<file path="src/rtl/range_pkg.sv">
// Shared types and constants for the range statistics tracker.
// Holds the FSM state encoding and the min/max tracker reset values.
package range_pkg;

  typedef enum logic [1:0] {
    IDLE    = 2'd0,
    COMPUTE = 2'd1,
    DONE    = 2'd2
  } state_t;

  // Largest representable value. The caller truncates the result to its own width.
  function automatic logic [63:0] extreme_high(input int width, input bit is_signed);
    if (is_signed) return {64{1'b1}} >> (65 - width);
    return {64{1'b1}} >> (64 - width);
  endfunction

  // Smallest representable value. The caller truncates the result to its own width.
  function automatic logic [63:0] extreme_low(input int width, input bit is_signed);
    if (is_signed) return 64'(1) << (width - 1);
    return '0;
  endfunction

endpackage

</file>
<file path="src/rtl/range_minmax_tracker.sv">
// Running minimum/maximum of a sample stream, signed or unsigned.
// Exposes the value the trackers take at the next edge so results can include the current sample.
module range_minmax_tracker
  import range_pkg::*;
#(
  parameter int WIDTH  = 16,
  parameter int SIGNED = 0
) (
  input  logic             clock,
  input  logic             reset,
  input  logic             load,
  input  logic             update,
  input  logic             data_valid,
  input  logic [WIDTH-1:0] data_in,
  output logic [WIDTH-1:0] min_next,
  output logic [WIDTH-1:0] max_next
);

  localparam logic [WIDTH-1:0] MIN_INIT = WIDTH'(extreme_high(WIDTH, SIGNED != 0));
  localparam logic [WIDTH-1:0] MAX_INIT = WIDTH'(extreme_low(WIDTH, SIGNED != 0));

  logic [WIDTH-1:0] min_q, max_q;

  function automatic logic less_than(input logic [WIDTH-1:0] a, input logic [WIDTH-1:0] b);
    if (SIGNED != 0) return $signed(a) < $signed(b);
    return a < b;
  endfunction

  always_comb begin
    // NOTE: every output of this block gets a default first, so no path leaves it unassigned and no latch is inferred.
    min_next = min_q;
    max_next = max_q;
    if (load) begin
      min_next = data_valid ? data_in : MIN_INIT;
      max_next = data_valid ? data_in : MAX_INIT;
    end else if (update) begin
      if (less_than(data_in, min_q)) min_next = data_in;
      if (less_than(max_q, data_in)) max_next = data_in;
    end
  end

  always_ff @(posedge clock) begin
    // NOTE: state registers use non-blocking assignments so every flop samples pre-edge values.
    if (reset) begin
      min_q <= MIN_INIT;
      max_q <= MAX_INIT;
    end else begin
      min_q <= min_next;
      max_q <= max_next;
    end
  end

endmodule

</file>
<file path="src/rtl/range_stats_tracker.sv">
// Windowed min/max/range/count tracker over a qualified sample stream.
// Results are captured on the closing edge and held until the next window opens.
module range_stats_tracker
  import range_pkg::*;
#(
  parameter int WIDTH     = 16,
  parameter int CNT_WIDTH = 8,
  parameter int SIGNED    = 0
) (
  input  logic                 clock,
  input  logic                 reset,
  input  logic [WIDTH-1:0]     data_in,
  input  logic                 data_valid,
  input  logic                 go,
  input  logic                 finish,
  output logic [WIDTH:0]       range,
  output logic [WIDTH-1:0]     min_out,
  output logic [WIDTH-1:0]     max_out,
  output logic [CNT_WIDTH-1:0] count,
  output logic                 result_valid,
  output logic                 empty,
  output logic                 busy,
  output logic                 debug_error
);

  localparam logic [CNT_WIDTH-1:0] CNT_MAX = '1;
  localparam logic [CNT_WIDTH-1:0] CNT_ONE = CNT_WIDTH'(1);

  state_t state_q, state_d;

  logic                 in_compute, start, close, sample, proto_err, err_q;
  logic [CNT_WIDTH-1:0] cnt_q, cnt_next;
  logic [WIDTH-1:0]     min_next, max_next;
  logic [WIDTH:0]       min_ext, max_ext;

  assign in_compute = (state_q == COMPUTE);
  assign start      = go & ~finish & ~in_compute;
  assign close      = finish & ~go & in_compute;
  // A go that is ignored inside a window does not stop that cycle's sample from counting.
  assign sample     = data_valid & in_compute;
  assign proto_err  = (go & finish) | (go & in_compute) | (finish & ~in_compute);

  always_comb begin
    state_d = state_q;
    case (state_q)
      IDLE:    if (start) state_d = COMPUTE;
      COMPUTE: if (close) state_d = DONE;
      DONE:    if (start) state_d = COMPUTE;
      default: state_d = IDLE;
    endcase
  end

  always_ff @(posedge clock) begin
    if (reset) state_q <= IDLE;
    else       state_q <= state_d;
  end

  range_minmax_tracker #(
    .WIDTH  (WIDTH),
    .SIGNED (SIGNED)
  ) u_minmax (
    .clock      (clock),
    .reset      (reset),
    .load       (start),
    .update     (sample),
    .data_valid (data_valid),
    .data_in    (data_in),
    .min_next   (min_next),
    .max_next   (max_next)
  );

  always_comb begin
    cnt_next = cnt_q;
    if (start)                            cnt_next = data_valid ? CNT_ONE : '0;
    else if (sample && cnt_q != CNT_MAX)  cnt_next = cnt_q + 1'b1;
  end

  // Extend into WIDTH+1 bits so max - min never overflows.
  assign min_ext = (SIGNED != 0) ? {min_next[WIDTH-1], min_next} : {1'b0, min_next};
  assign max_ext = (SIGNED != 0) ? {max_next[WIDTH-1], max_next} : {1'b0, max_next};

  always_ff @(posedge clock) begin
    if (reset) begin
      cnt_q <= '0;
      err_q <= 1'b0;
    end else begin
      cnt_q <= cnt_next;
      if (start)          err_q <= 1'b0;
      else if (proto_err) err_q <= 1'b1;
    end
  end

  always_ff @(posedge clock) begin
    if (reset || start) begin
      min_out      <= '0;
      max_out      <= '0;
      range        <= '0;
      result_valid <= 1'b0;
      empty        <= 1'b0;
    end else if (close) begin
      result_valid <= 1'b1;
      if (cnt_next == '0) begin
        min_out <= '0;
        max_out <= '0;
        range   <= '0;
        empty   <= 1'b1;
      end else begin
        min_out <= min_next;
        max_out <= max_next;
        range   <= max_ext - min_ext;
        empty   <= 1'b0;
      end
    end
  end

  assign count       = cnt_q;
  assign busy        = in_compute;
  assign debug_error = err_q | (go & finish);

endmodule
</file>
<file path="config.mk">
export PLATFORM = sky130hd
export DESIGN_NAME = range_stats_tracker
export DESIGN_NICKNAME = d
export VERILOG_FILES = /design/src/rtl/range_pkg.sv /design/src/rtl/range_minmax_tracker.sv /design/src/rtl/range_stats_tracker.sv
export SDC_FILE = /design/constraint.sdc
export NUM_CORES = 1
export LEC_CHECK = 0
export ABC_AREA = 1
export CELL_PAD_IN_SITES_DETAIL_PLACEMENT = 0
export CELL_PAD_IN_SITES_GLOBAL_PLACEMENT = 1
export CORE_UTILIZATION = 36
export CTS_CLUSTER_DIAMETER = 150
export CTS_CLUSTER_SIZE = 40
export DETAILED_ROUTE_END_ITERATION = 10
export PLACE_DENSITY_LB_ADDON = 0.1
export SLEW_MARGIN = 20
export SYNTH_ARGS = -nofsm -noshare
export SYNTH_HDL_FRONTEND = slang
export SYNTH_SLANG_ARGS = --single-unit
</file>
<file path="constraint.sdc">
create_clock -name clock -period 4.1 [get_ports clock]
set_input_delay 1.025 -clock clock [delete_from_list [all_inputs] [get_ports clock]]
set_output_delay 1.025 -clock clock [all_outputs]
set_load 0.01 [all_outputs]
</file>
==> summary.txt <==
Timing
  – Max Clk Rate: 257 MHz
  – Hold Slack: 0.465 ns
  – Skew final: 0.0113 ns
  – Hold Vio Cnt, Final: 0
  – Setup tns final: 0 ns
  – Final slew viol count: 0
  – Final min period: 3.89 ns
  – Worst slew pin tran: 0.508 ns
  – Final worst path period share: 0.948
  – Final setup fails: 0
  – Relative slew slack: 0.661
  – Final worst slack: 0.214 ns

Placed design
  – DP Wirelength: 13500 µm
  – RD Place Congestion: 0.861
  – Post-Place Setup Slack: -0.439 ns
  – I/O Buffers: 81

Logic synthesis
  – Synthesis Warnings: 0
  – Post-synth EDFFs: 0
  – Yosys cell types: 37
  – Cells after Synth: 803
  – Seq cells post-synth: 94
  – Syn Nets: 873
  – Post-synthesis sequential area ratio: 0.331
  – Mapped Area: 5690 µm²
  – Mean post-synth cell area: 7.08 µm²
  – Post-synth ARST share: 0
  – Top FF cell, synth: dfxtp_1

Routing
  – Post-route DRC: 0
  – Wirelength per Cell: 14.8 µm
  – Wire length after detailed routing: 17700 µm
  – ANT nets after route: 0
  – Via density: 4.67
  – Detailed Routing Iterations Pass 1: 4
  – Via count: 5583
  – Detailed Route Iter0 Violations: 232

CTS
  – Clock sinks: 94
  – Root Buffer: clkbuf_16
  – Clock transition at path regs: 0.07 ns
  – CTS tree: done
  – TritonCTS Buffers: 9
  – H-tree depth: 3
  – Worst-Skew Late Latency: 0.36 ns
  – CTS max path bufs: 2
  – CTS Hold Bufs: 0

Global routing
  – First-pass GRT wire length: 28600 µm
  – Initial antenna violation count: 0
  – Largest net degree at the start of global routing: 42
  – Tot GR Track Use: 0.227
  – Total congestion overflow: 0
  – Vias in the first global route: 5664

Power
  – Power density over cell area: 303 nW/µm²
  – Worst vdd ir: 0.187 mV
  – Total power: 2480 µW
  – P_leak: 0.00392 µW

Setup path
  – Crit end category: register
  – CP max FO: 6
  – Crit Path Class: primary input to register
  – CP Launch Type: primary input
  – Critical Path RT: 4.39 ns
  – Arrival time worst endpoint: 4.17 ns

Die
  – Core area: 15300 µm²
  – Die area: 16300 µm²
  – Cell Rows: 45
  – Chip width: 128 µm
  – I/O pin count: 82
  – Initial core utilization: 0.371
  – Chip height: 128 µm

Job
  – Max Cap Viol: 0

Layout
  – Antenna cell count: 0
  – Synthesis-to-layout area growth: 44.0%
  – Layout cells sized above 1: 0.272
  – Final Core Density: 0.535
  – Final net count: 1049

Hold path
  – Hold Crit Class: register to register

Outcome
  – Status: finished clean
==> flip-flops by register name, indices dropped and copies added (netlist names) <==
name            cells
u_minmax.max_q     16
state_q             2
result_valid        1
count               8
err_q               1
empty               1
range              17
u_minmax.min_q     16
max_out            16
min_out            16
==> where the power goes <==
group / total, µW / internal (µW) / switching (µW)
logic: 540 / 245 / 295
registers: 945 / 934 / 11.7
clock network: 995 / 603 / 393
total: 2480 / 1780 / 700
==> cell usage in the layout (no fill, tap or decap), drive strengths merged, types with 11 or more instances in the layout <==
cell and count:
ha 48, o21ai 11, nand2 241, clkdlybuf4s50 67, a21oi 78, nand3 61, buf 112, dlymetal6s2s 13
inv 98, dfxtp 94, nor2 103
==> synthesized netlist by cell type, types with 2 or more instances <==
cell type / number / area share
nand3b_1: 3 / 0.0040
ha_1: 48 / 0.11
nor2_4: 4 / 0.0079
nand3_1: 53 / 0.047
xor2_1: 8 / 0.012
nand4_1: 10 / 0.011
nand3_2: 8 / 0.014
nor3_1: 4 / 0.0035
a21oi_1: 48 / 0.042
o21bai_1: 2 / 0.0026
inv_1: 94 / 0.062
clkbuf_1: 15 / 0.0099
a21o_1: 3 / 0.0040
a21oi_2: 29 / 0.045
dfxtp_1: 94 / 0.33
nand2_2: 39 / 0.043
nand2_4: 3 / 0.0059
nor2_1: 99 / 0.065
buf_1: 3 / 0.0020
xnor2_1: 5 / 0.0077
buf_6: 6 / 0.012
o21ai_0: 11 / 0.0097
nand2_1: 199 / 0.13
buf_2: 2 / 0.0018
==> layout make-up <==
cell class                      count  area (µm²)
Fill cell                        1555        7120
Multi-Input combinational cell    585        3620
Sequential cell                    94        1880
Timing Repair Buffer              193        1720
Inverter                           96         360
Tap cell                          211         264
Clock buffer                       10         229
Clock inverter                      6         116
==> final timing paths <==
kind / from / to / slack, ns / cells after the start
hold reg to reg: range[0] / range[0] / 0.47 / 2
setup reg to reg: u_minmax.min_q[10] / range[14] / 0.93 / 23
setup / recovery: data_in[13] / range[14] / 0.21 / 24
hold / removal: range[0] / range[0] / 0.47 / 2
==> cells by family (layout without fill, tap and decap cells) <==
kind of cell	count (synthesis)	count (layout)	share of synthesized area
adders and majority gates	49	49	0.109
AOI/OAI and AO/OA	98	98	0.111
DFF	94	94	0.331
xor gates and xnor gates	13	13	0.0200
and+or+nand+nor	425	425	0.336
buffers and inverters	124	305	0.0928
==> critical path, stage by stage <==
cell             delay [ns]
clkdlybuf4s50_1        0.43
buf_4                  0.16
ha_4                   0.24
nand2_2                0.10
nor2_1                 0.05
nand2_1                0.06
nand2_1                0.05
nor2_2                 0.14
nand2_4                0.10
nand2_4                0.10
nand2_1                0.06
nand2_1                0.08
inv_1                  0.07
ha_2                   0.19
fa_2                   0.38
nand3b_1               0.17
nand2_2                0.09
nand2_1                0.06
nand2_2                0.08
nand4_1                0.10
nand3_1                0.10
nand2_1                0.05
nand3b_1               0.14
a21oi_1                0.14
==> repair_timing <==
| action | 4_1_cts | 5_1_grt |
|---|---|---|
| setup endpoints to repair | 9 | 13 |
| pin swaps | 0 | 19 |
| gates resized for setup | 4 | 74 |
| buffers inserted | 2 | 0 |
| cloned | 0 | 0 |
==> metal layers <==
layer / wire length [µm] / share of wire / global-route usage
met1: 8130 / 0.46 / 0.287
met2: 8630 / 0.49 / 0.400
met3: 549 / 0.031 / 0.0259
met4: 353 / 0.020 / 0.0810
met5: 0 / 0 / 0
==> through the flow <==
stage / instances / cell area [µm²]
2_1_floorplan: 803 / 5690
3_3_place_gp: 1177 / 7460
3_5_place_dp: 1177 / 7460
4_1_cts: 1195 / 7830
5_1_grt: 1195 / 8190
6_report: 1195 / 8190
No activity file was read; power rests on OpenSTA's default activity.
